`src/rtl/alu_exec_ctrl.sv`:
```
// Single-issue execute controller feeding an 8-bit ALU: IDLE -> EXEC -> WB per instruction.
// Optional immediate operand path enabled by defining ALU_EXEC_IMM_EN.
module alu_exec_ctrl (
  input  logic       clk,
  input  logic       rst,
  input  logic       instr_valid,
  input  logic [7:0] instr,
  input  logic [7:0] imm_data,
  output logic       instr_ready,
  input  logic       wr_en,
  input  logic [1:0] wr_sel,
  input  logic [7:0] wr_data,
  output logic [7:0] alu_a,
  output logic [7:0] alu_b,
  output logic [2:0] alu_op,
  input  logic [7:0] alu_res,
  input  logic       alu_c_out,
  input  logic       alu_zero,
  input  logic       alu_ovf,
  output logic [2:0] flags,
  output logic       done,
  input  logic [1:0] dbg_sel,
  output logic [7:0] dbg_data
);

  typedef enum logic [1:0] {
    ST_IDLE = 2'd0,
    ST_EXEC = 2'd1,
    ST_WB   = 2'd2
  } state_t;

  state_t     state_q, state_d;
  logic [7:0] regs_q [4];
  logic [7:0] regs_d [4];
  logic [1:0] dst_q, dst_d;
  logic [7:0] alu_a_q, alu_a_d;
  logic [7:0] alu_b_q, alu_b_d;
  logic [2:0] alu_op_q, alu_op_d;
  logic [7:0] res_q, res_d;
  logic [2:0] flg_q, flg_d;
  logic [2:0] flags_q, flags_d;
  logic       done_q, done_d;

  logic [2:0] instr_op;
  logic [1:0] instr_dst;
  logic [1:0] instr_src;
  logic [7:0] opnd_b;
  logic       accept;

  assign instr_op  = instr[7:5];
  assign instr_dst = instr[4:3];
  assign instr_src = instr[2:1];

`ifdef ALU_EXEC_IMM_EN
  assign opnd_b = instr[0] ? imm_data : regs_q[instr_src];
`else
  logic unused_imm;
  assign opnd_b     = regs_q[instr_src];
  assign unused_imm = ^{instr[0], imm_data};
`endif

  // Preload owns the IDLE cycle; ready also drops while reset is held.
  assign instr_ready = !rst && (state_q == ST_IDLE) && !wr_en;
  assign accept      = instr_valid && instr_ready;

  always_comb begin
    state_d  = state_q;
    dst_d    = dst_q;
    alu_a_d  = alu_a_q;
    alu_b_d  = alu_b_q;
    alu_op_d = alu_op_q;
    res_d    = res_q;
    flg_d    = flg_q;
    flags_d  = flags_q;
    done_d   = 1'b0;
    case (state_q)
      ST_IDLE: begin
        if (accept) begin
          dst_d    = instr_dst;
          alu_a_d  = regs_q[instr_dst];
          alu_b_d  = opnd_b;
          alu_op_d = instr_op;
          state_d  = ST_EXEC;
        end
      end
      ST_EXEC: begin
        res_d   = alu_res;
        flg_d   = {alu_c_out, alu_zero, alu_ovf};
        done_d  = 1'b1;
        state_d = ST_WB;
      end
      ST_WB: begin
        flags_d = flg_q;
        state_d = ST_IDLE;
      end
      default: state_d = ST_IDLE;
    endcase
  end

  always_comb begin
    for (int unsigned i = 0; i < 4; i++) begin
      regs_d[i] = regs_q[i];
    end
    if (state_q == ST_IDLE && wr_en) begin
      regs_d[wr_sel] = wr_data;
    end else if (state_q == ST_WB) begin
      regs_d[dst_q] = res_q;
    end
  end

  always_ff @(posedge clk) begin
    if (rst) begin
      state_q  <= ST_IDLE;
      dst_q    <= '0;
      alu_a_q  <= '0;
      alu_b_q  <= '0;
      alu_op_q <= '0;
      res_q    <= '0;
      flg_q    <= '0;
      flags_q  <= '0;
      done_q   <= 1'b0;
      for (int unsigned i = 0; i < 4; i++) begin
        regs_q[i] <= '0;
      end
    end else begin
      state_q  <= state_d;
      dst_q    <= dst_d;
      alu_a_q  <= alu_a_d;
      alu_b_q  <= alu_b_d;
      alu_op_q <= alu_op_d;
      res_q    <= res_d;
      flg_q    <= flg_d;
      flags_q  <= flags_d;
      done_q   <= done_d;
      for (int unsigned i = 0; i < 4; i++) begin
        regs_q[i] <= regs_d[i];
      end
    end
  end

  assign alu_a    = alu_a_q;
  assign alu_b    = alu_b_q;
  assign alu_op   = alu_op_q;
  assign flags    = flags_q;
  assign done     = done_q;
  assign dbg_data = regs_q[dbg_sel];

endmodule

```
`config.mk`:
```
export PLATFORM = sky130hd
export DESIGN_NAME = alu_exec_ctrl
export DESIGN_NICKNAME = d
export VERILOG_FILES = /design/src/rtl/alu_exec_ctrl.sv
export SDC_FILE = /design/constraint.sdc
export NUM_CORES = 1
export LEC_CHECK = 0
export CAP_MARGIN = 20
export CORE_ASPECT_RATIO = 1.2
export CORE_MARGIN = 1.5
export CORE_UTILIZATION = 35
export DETAILED_ROUTE_END_ITERATION = 6
export PLACE_DENSITY = 0.66
export SETUP_SLACK_MARGIN = 0.1
export SLEW_MARGIN = 40
export SYNTH_ARGS = -nofsm -noshare
export SYNTH_HDL_FRONTEND = slang
export SYNTH_SLANG_ARGS = --single-unit
```
`constraint.sdc`:
```
create_clock -name clk -period 2.45 [get_ports clk]
set_clock_uncertainty 0.15 [all_clocks]
set_input_delay 0.49 -clock clk [delete_from_list [all_inputs] [get_ports clk]]
set_output_delay 0.49 -clock clk [all_outputs]
set_load 0.03 [all_outputs]
```
== Word-level counts from Yosys, hierarchy flattened ==
Memory sizes are Yosys's and may differ from the RTL's. A register that Yosys moved wholly into a read port is not among the register bits.
Cells that the tools add are included.

* Output and inout port bits: 32
* Logic and storage cells: 49
* Flip-flop bits (word level): 22
* Bits of input ports: 43
* ROM bits: 0
* Bits in latches: 0
* Memory bits (writable): 32
* Memories: 1

{| class="wikitable"
|+ Memories
! name !! words !! width !! rd ports !! clocked after memory_dff !! wr ports !! line !! source
|-
| regs_q || 4 || 8 || 7 || 2 || 4 || 33 || <nowiki>logic [7:0] regs_q [4];</nowiki>
|}

* Divide/modulo/power cells: 0
* Eq/ne operators: 3
* $add $sub $neg: 0
* Multiplexer cells: 18
* Bitwise gates (word level): 6
* Reduce and logical (&&, ||, !) cells: 10
* Multiply operators: 0
* Order comparisons: 4
* Shift operators: 0

{| class="wikitable"
|+ Operator list
! kind !! number
|-
| 32-bit bitwise mux || 2
|-
| 32-bit 2-to-1 mux || 2
|-
| 8-bit 2-to-1 mux || 6
|-
| 8-bit demux with 2-bit select || 2
|-
| 3-bit greater-or-equal comparator (second input constant) || 2
|-
| 1-bit logical AND || 6
|-
| 3-bit by 1-bit less-than comparator with 1-bit output (second input constant) || 2
|-
| 2-bit inverter with 3-bit output || 2
|-
| 1-bit 2-to-1 mux || 4
|-
| 1-bit OR || 4
|-
| 2-bit one-hot mux with 2 select lines || 1
|-
| 2-bit by 1-bit equality test with 1-bit output (second input constant) || 1
|-
| 2-bit equality test (second input constant) || 1
|-
| 1-bit logical NOT || 2
|-
| 2-bit logical NOT || 1
|-
| 2-bit 2-to-1 mux || 1
|-
| 2-bit != test (second input constant) || 1
|-
| 2-bit AND reduction || 1
|}

== Logic depth before layout (Yosys ltp) ==
Gate-level depths: netlist of run 1.

* Depth in word-level cells: 9
* Mapped depth: 7
* Gate-level depth less buffers: 5

== Worst setup path before layout of run 1 ==
OpenSTA, ideal clock, no wires.

* Path type: input -> register
* Start point: input port rst
* End point: register dst_q[0]
* Buffers on the path: 2
* Cell stages on the path: 7
* Setup time: 0.070 ns
* Required time: 2.230 ns
* Path slack: -0.235 ns
* Data arrival time: 2.464 ns
* Cell sequence: clkbuf_1 nor4_1 nand2_1 inv_1 clkbuf_1 nand2_1 a21oi_1

* Cells in the longest elaborated chain, start to end: 5

{| class="wikitable"
|+ Ends and longest elaborated chain
! element !! line !! source
|-
| from (decl) || 5 || <nowiki>input logic rst,</nowiki>
|-
| 1-bit logical NOT || 63 || <nowiki>assign instr_ready = !rst && (state_q == ST_IDLE) && !wr_en;</nowiki>
|-
| 1-bit logical AND (2 in a row) || 63 ||
|-
| named net instr_ready || 9 || <nowiki>output logic instr_ready,</nowiki>
|-
| 1-bit logical AND || 64 || <nowiki>assign accept = instr_valid && instr_ready;</nowiki>
|-
| 2-bit AND reduction (no source line) || n/a ||
|-
| to (signal assigned) || 127 || <nowiki>dst_q <= dst_d;</nowiki>
|-
| to (decl) || 35 || <nowiki>logic [1:0] dst_q, dst_d;</nowiki>
|}

The timed path passes the listed nets, and every way through them passes these cells.
A chain may end at the register's enable or synchronous reset.

== Final worst setup path of run 1 ==
* Start point: input port dbg_sel[1]
* End point: output port dbg_data[6]

* Cells in the longest elaborated chain, start to end: 1

{| class="wikitable"
|+ Ends and longest elaborated chain
! element !! line !! source
|-
| from (decl) || 22 || <nowiki>input logic [1:0] dbg_sel,</nowiki>
|-
| memory 4 x 8 bit || n/a ||
|-
| to (decl) || 23 || <nowiki>output logic [7:0] dbg_data</nowiki>
|}

No other way between the ends.

==> metrics.yaml, run 1 <==
detailed_routing:
  drc_errors: 0
  wirelength_um: 8870
  dr.pass1.iters: 4
  drt_iter0_markers: 182
  vias: 3074
  detail-route-antenna-nets: 0
  wl_per_cell_um: 15.3
  vias_per_cell: 5.29
power:
  p_comb_frac: 0.130
  power_leakage_nw: 1.55
  pwr-share-seq: 0.422
  p_sw_mw: 0.723
  finalPower_mw: 2.92
  p_clk_frac: 0.448
  power.internal_mw: 2.20
  powerDensity_nw_per_um2: 631
  switching_share: 0.248
  ir_worst_vdd_v: 0.000312
status:
  status: "complete, no violations"
clock_tree:
  clock_path_buffers: 2
  h-tree-depth: 3
  ctsHoldBuffers: 0
  clk_latency_ps: 320
  root_buffer: "clkbuf_16"
  cts_resized: 28
  post-cts-setup-buffers: 0
  cts_tree: "done"
  clk_pin_slew_ps: 60
  numCtsBuffers: 9
  cts.sinks: 70
place:
  portBuffers: 65
  place_ws_ps: -453
  dp_hpwl_um: 6700
  post_dp_cell_area_um2: 4330
  gp_congestion: 0.846
setup_path:
  crit_type: "input pin to output port"
  path_cells: "clkdlybuf4s50_1 -> buf_12 -> mux4_2 -> buf_6"
  cp_max_fo: 8
  cp_slowest_stage_delay_ps: 510
  rrSetupSlack_ps: 470
  cp-start-kind: "input pin"
  cp_slowest_cell: "clkdlybuf4s50_1"
  cp-end-kind: "output port"
  cp.arrival_ps: 1630
  crit_required_ps: 1810
timing:
  relSlewSlack: 0.509
  tns_ps: 0
  slew_violations: 0
  setup_ws_ps: 185
  min_period_ps: 2270
  hold_violations: 0
  fin_crit_sh: 0.925
  holdWs_ps: 301
  grt_setup_unrepaired: "false"
  tightest_slew_ps: 736
  fmax_ghz: 0.441
  finalSetupViolations: 0
global_routing:
  grt_overflow_total: 0
  grt_first_pass_wirelength_um: 15300
  grt_pass1_vias: 3090
  grt_max_degree: 70
  grt.total_usage: 0.185
  grt_antenna_before_repair: 0
synth:
  yosysSeqAreaShare: 0.405
  yosysTopAreaCell: "dfxtp_1"
  synth_cells: 387
  synth.distinct_cells: 29
  netlist_area_um2: 3460
  synth_top_area_frac: 0.405
  yosysWarnings: 0
  synth_flop_cell: "dfxtp_1"
  synth_fp_nets: 430
  synth_area_leaders: "dfxtp_1 40%, mux4_2 16%, nand2_1 10%"
  syn_avg_cell_area_um2: 8.94
  netlist_top_cells_count: "96 x nand2_1, 70 x dfxtp_1, 35 x a21oi_1"
  synth_edf_count: 0
  synthArstFlopShare: 0
  synth.most_common_cell: "nand2_1"
  ys_ff_latch: 70
floorplan:
  die_w_um: 93.8
  core_um2: 9560
  dieHeight_um: 112
  ios: 75
  row_count: 39
  die-area_um2: 10500
  initial_core_util: 0.362
cells_and_area:
  n_fill_cell: 929
  antenna_cells: 0
  drive_above_1_share: 0.188
  area_growth_pct: 33.7
  final_nets: 496
  fin_area_um2: 4630
min_path:
  min_path_type: "flop to flop"
run:
  maxCapViolations: 0
==> through the flow <==
stage          instances  utilization
5_1_grt              581        0.484
3_3_place_gp         565        0.452
3_5_place_dp         565        0.453
4_1_cts              581        0.483
2_1_floorplan        387            -
6_report             581        0.484
==> final cells by class <==
cell class | instances | area (µm²) | share of cell area
Tap cell | 123 | 154 | 0.0333
Clock inverter | 6 | 70.1 | 0.0151
Multi-Input combinational cell | 269 | 1890 | 0.408
Timing Repair Buffer | 86 | 812 | 0.176
Clock buffer | 10 | 239 | 0.0517
Inverter | 17 | 63.8 | 0.0138
Sequential cell | 70 | 1400 | 0.303
==> kinds of logic after synthesis <==
group                  synth area share
AND/OR/NAND/NOR                   0.180
AO/OA/AOI/OAI                     0.204
flip-flops                        0.405
buffers and inverters            0.0550
multiplexers                      0.156
==> placed cells by master (no fill, tap or decap), types with 3 or more instances in the layout <==
cell	count
mux4_2	24
nand3b_1	4
a21oi_1	35
a221oi_1	16
a221oi_2	8
and2_1	3
o21a_1	8
inv_1	17
nor3b_2	3
nor2_1	18
buf_4	20
o21ai_0	22
buf_12	3
nand2b_1	3
buf_2	6
nand2_1	96
nor3_1	9
clkdlybuf4s50_1	54
a311oi_1	8
clkinvlp_4	3
dfxtp_1	70
clkbuf_16	9
==> worst paths after layout <==
| path | depth (start not counted) | end | start |
|---|---|---|---|
| hold reg to reg | 2 | alu_a[3] | alu_a[3] |
| setup / recovery | 4 | dbg_data[6] | dbg_sel[1] |
| hold / removal | 2 | alu_a[3] | alu_a[3] |
| setup reg to reg | 5 | regs_q[0][2] | state_q[0] |
==> flip-flops by register name, summed over array words and instances (netlist names) <==
signal and flops:
regs_q 32, res_q 8, flg_q 3, flags 3, alu_b 8, alu_op 3
dst_q 2, state_q 2, alu_a 8, done 1
==> metal layers <==
metal / part of all wire / global-route usage / up-vias
met5: 0 / 0 / -
met4: 0.018 / 0.0677 / 0
met3: 0.039 / 0.0307 / 12
met2: 0.50 / 0.304 / 72
met1: 0.45 / 0.242 / 1467
li1: - / - / 1523
==> power groups by stage <==
| stage | sequential (mW) | combinational, mW | clock, mW |
|---|---|---|---|
| after floorplan | 1.24 | 0.233 | 0 |
| after CTS | 1.23 | 0.383 | 1.34 |
| after global routing | 1.24 | 0.411 | 1.40 |
| after detailed placement | 1.25 | 0.386 | 0 |
| final | 1.23 | 0.380 | 1.31 |
| after global placement | 1.25 | 0.380 | 0 |
==> critical path, delay by kind of cell <==
kind,cells,cell delay [ps]
buf+inv,3,810
mux,1,330
(Power assumes the default switching activity.)
==> run 2, diff against run 1 <==
Settings changed: CORE_ASPECT_RATIO 1.2 to 0.9.
==> metrics.yaml, run 2 (synthesized netlist as in run 1, its figures left out) <==
cells_and_area:
  final_common_cell: "nand2_1"
  antenna_cells: 0
  n_fill_cell: 957
  final_nets: 499
  final_cell_mix: "96 x nand2_1, 70 x dfxtp_1, 54 x clkdlybuf4s50_1"
  finish.utilization: 0.468
  largest_register_ffs: 32
  drive_above_1_share: 0.191
  fin_area_um2: 4520
  final_cell_count_no_fill: 586
  area_growth_pct: 30.7
  largest-register: "regs_q"
setup_path:
  cp_max_fo: 7
  crit_required_ps: 1810
  cp-end-kind: "output port"
  cp.arrival_ps: 1660
  cp-start-kind: "input pin"
  crit_type: "input pin to output port"
status:
  status: "complete, no violations"
floorplan:
  row_count: 34
  dieHeight_um: 97.3
  initial_core_util: 0.358
  die-area_um2: 10500
  ios: 75
  core_um2: 9660
  die_w_um: 108
power:
  pwr-share-seq: 0.487
  power.internal_mw: 1.84
  ir_worst_vdd_v: 0.000233
  p_clk_frac: 0.361
  switching_share: 0.270
  powerDensity_nw_per_um2: 557
  p_comb_frac: 0.152
  power_leakage_nw: 1.51
  finalPower_mw: 2.52
  p_sw_mw: 0.681
global_routing:
  use_met2: 0.282
  met3_usage: 0.0409
  grt_pass1_vias: 2951
  top_usage_layer: "met2"
  grt.total_usage: 0.180
  grt_first_pass_wirelength_um: 14600
  grt_use_met1: 0.247
  grt_max_degree: 70
  grt_antenna_before_repair: 0
  grt_overflow_total: 0
clock_tree:
  ctsHoldBuffers: 0
  clk_latency_ps: 350
  cts_tree: "done"
  post-cts-setup-buffers: 0
  cts.sinks: 70
  clock_path_buffers: 2
  clk_pin_slew_ps: 80
  root_buffer: "clkbuf_8"
  cts_resized: 23
  h-tree-depth: 3
  numCtsBuffers: 9
timing:
  min_period_ps: 2300
  fmax_ghz: 0.435
  slew_violations: 0
  hold_violations: 0
  grt_setup_unrepaired: "true"
  tightest_slew_ps: 767
  finalSetupViolations: 0
  fin_crit_sh: 0.939
  relSlewSlack: 0.488
detailed_routing:
  wl_per_cell_um: 15.3
  detail-route-antenna-nets: 0
  vias: 3146
  dr.pass1.iters: 5
  drt_iter0_markers: 144
  wirelength_um: 8970
  drc_errors: 0
  vias_per_cell: 5.37
place:
  post_dp_cell_area_um2: 4340
  dp.cells: 571
  portBuffers: 65
  gp_congestion: 0.849
  dp_hpwl_um: 6670
run:
  maxCapViolations: 0
min_path:
  min_path_type: "flop to flop"
==> run 2: changes by cell type in the layout (fill, tap and decap cells not counted) <==
cell,change
clkbuf_16,-9
clkbuf_8,+8
buf_6,+2
clkinv_2,+2
buf_12,-1
buf_2,+1
buf_4,+1
clkinvlp_4,-1
inv_6,-1
==> run 2: area by class of cell <==
class	instances	area, µm²	share of cell area
clock buffer	9	124	0.0274
multi-input combinational	269	1890	0.417
sequential	70	1400	0.310
inverter	17	63.8	0.0141
tap	126	158	0.0349
timing repair buffer	89	827	0.183
clock inverter	6	63.8	0.0141
==> run 2: critical path: stages <==
cell and delay, ps:
dlygate4sd2_1 240, buf_12 140, buf_4 130, mux4_2 510, buf_6 160
==> run 2: worst paths after layout <==
kind | startpoint | end | slack (ps) | depth (start not counted)
setup / recovery | dbg_sel[0] | dbg_data[5] | 150 | 5
hold / removal | alu_a[2] | alu_a[2] | 300 | 2
setup reg to reg | state_q[1] | regs_q[0][0] | 500 | 5
hold reg to reg | alu_a[2] | alu_a[2] | 300 | 2
==> run 2: per-layer routing <==
| metal | share of wire | vias up | routed length [µm] |
|---|---|---|---|
| met4 | 0.013 | 0 | 115 |
| met2 | 0.46 | 109 | 4080 |
| li1 | - | 1528 | - |
| met5 | 0 | - | 0 |
| met1 | 0.47 | 1497 | 4220 |
| met3 | 0.061 | 12 | 546 |
==> run 2: through the flow <==
step / hold WS, ps / setup WS, ps / TNS [ps]
finish: 304 / 149 / 0
CTS: 309 / 101 / 0
global route: 326 / 98.8 / 0
global placement: 293 / -436 / -3390
floorplan: 282 / 199 / 0
detailed placement: 298 / -453 / -3850
==> run 2: power by group through the flow <==
stage                     Clock [mW]  Combinational (mW)  Sequential, mW
after global routing           0.985               0.416            1.23
after CTS                      0.925               0.387            1.22
after floorplan                    0               0.233            1.24
after detailed placement           0               0.387            1.25
after global placement             0               0.381            1.25
final                          0.908               0.383            1.23
==> run 3, diff against run 2 <==
Settings changed: PLACE_DENSITY 0.66 to default, PLACE_DENSITY_LB_ADDON from default to 0.08.
==> metrics.yaml, run 3 (synthesized netlist as in run 1, its figures left out) <==
status:
  status: "complete, no violations"
power:
  power_leakage_nw: 1.55
  powerDensity_nw_per_um2: 576
  ir_worst_vdd_v: 0.000298
  finalPower_mw: 2.64
cells_and_area:
  antenna_cells: 0
  fin_area_um2: 4580
  area_growth_pct: 32.4
  final_nets: 504
  final_cell_count_no_fill: 592
  drive_above_1_share: 0.197
  finish.utilization: 0.475
  final_common_cell: "nand2_1"
  final_cell_mix: "96 x nand2_1, 70 x dfxtp_1, 54 x clkdlybuf4s50_1"
  largest_register_ffs: 32
  largest-register: "regs_q"
detailed_routing:
  wl_met3_um: 427
  vias_per_cell: 5.14
  met1_length_um: 4640
  met2_length_um: 4290
  drc_errors: 0
  wirelength_um: 9430
  detail-route-antenna-nets: 0
  routed.top_layer: "met4"
  dr.pass1.iters: 4
  wl_per_cell_um: 15.9
  vias: 3041
  drt_iter0_markers: 158
global_routing:
  grt_antenna_before_repair: 0
  grt.total_usage: 0.192
  grt_first_pass_wirelength_um: 15500
  grt_max_degree: 70
  grt_pass1_vias: 3004
  grt_overflow_total: 0
timing:
  hold_violations: 0
  relSlewSlack: 0.485
  setup_ws_ps: 186
  tightest_slew_ps: 773
  grt_setup_unrepaired: "false"
  fmax_ghz: 0.442
  fin_crit_sh: 0.924
  slew_violations: 0
  min_period_ps: 2260
  finalSetupViolations: 0
clock_tree:
  root_buffer: "clkbuf_8"
  clk_pin_slew_ps: 80
  clk_latency_ps: 340
  clock_path_buffers: 2
  numCtsBuffers: 9
  cts.sinks: 70
  cts_tree: "done"
  h-tree-depth: 3
setup_path:
  path_cells: "clkdlybuf4s50_1 -> buf_12 -> mux4_2 -> buf_4"
  crit_required_ps: 1810
  startpoint: "dbg_sel[1]"
  r2r_end: "regs_q[0][5]"
  crit_type: "input pin to output port"
  cp.arrival_ps: 1620
  path_buf_inv: 3
  rrSetupSlack_ps: 510
  cp-end-kind: "output port"
  reg2reg_from: "state_q[1]"
  crit_end: "dbg_data[3]"
  cp_max_fo: 8
  cp-start-kind: "input pin"
  critical_path_depth: 4
  cp_slowest_stage_delay_ps: 510
  reg2regPathDepth: 5
  cp_slowest_cell: "clkdlybuf4s50_1"
  crit_family: "buffers and inverters"
min_path:
  min_path_cells: 2
  min_path_type: "flop to flop"
floorplan:
  initial_core_util: 0.358
  core_um2: 9660
  die_w_um: 108
  ios: 75
  die-area_um2: 10500
  dieHeight_um: 97.3
  row_count: 34
place:
  dp.cells: 576
  post_dp_cell_area_um2: 4390
  dp_hpwl_um: 7060
  gp_congestion: 0.757
  place_ws_ps: -463
  portBuffers: 65
run:
  maxCapViolations: 0
[run 3: timing repair]
item / 4_1_cts / 5_1_grt
gates resized for setup: 38 / 0
endpoints found under the hold margin: 0 / 0
setup endpoints to repair: 8 / 0
hold buffers: 0 / 0
buffers inserted: 0 / 0
[run 3: worst min-delay path by stage]
stage | slack [ps] | start | endpoint
2_1_floorplan | 280 | flg_q[0] | flags[0]
3_3_place_gp | 290 | alu_op[1] | alu_op[1]
3_5_place_dp | 300 | flg_q[1] | flags[1]
4_1_cts | 310 | flg_q[1] | flags[1]
5_1_grt | 320 | alu_a[0] | alu_a[0]
6_report | 300 | alu_a[4] | alu_a[4]
[run 3: cell type report]
type	instances	area [µm²]
clock buffer	10	128
clock inverter	6	86.3
fill	986	5070
inverter	17	63.8
multi-input combinational	269	1880
sequential	70	1400
tap	126	158
timing repair buffer	94	866
[run 3: per-layer routing]
metal / vias up / track usage
met5: - / 0
met4: 0 / 0.0435
met3: 5 / 0.0510
met2: 74 / 0.296
met1: 1420 / 0.269
li1: 1542 / -
[run 3: stage by stage]
stage	hold slack (ps)	setup TNS, ps
floorplan	282	0
global placement	291	-3860
detailed placement	297	-3910
CTS	308	0
global route	323	0
finish	305	0
[run 3: report_power, final]
part / leakage (nW) / internal [mW] / total [mW] / switching (mW)
Clock: 0.106 / 0.572 / 1.02 / 0.447
Sequential: 0.569 / 1.18 / 1.23 / 0.0483
Combinational: 0.870 / 0.200 / 0.391 / 0.191
Total: 1.55 / 1.95 / 2.64 / 0.687
[run 3: tightest hold or removal path: cells and delay by family (launching register included)]
kind             cells  cell delay (ps)
AO/OA/AOI/OAI        1               50
flip-flops           1              310
AND/OR/NAND/NOR      1               50
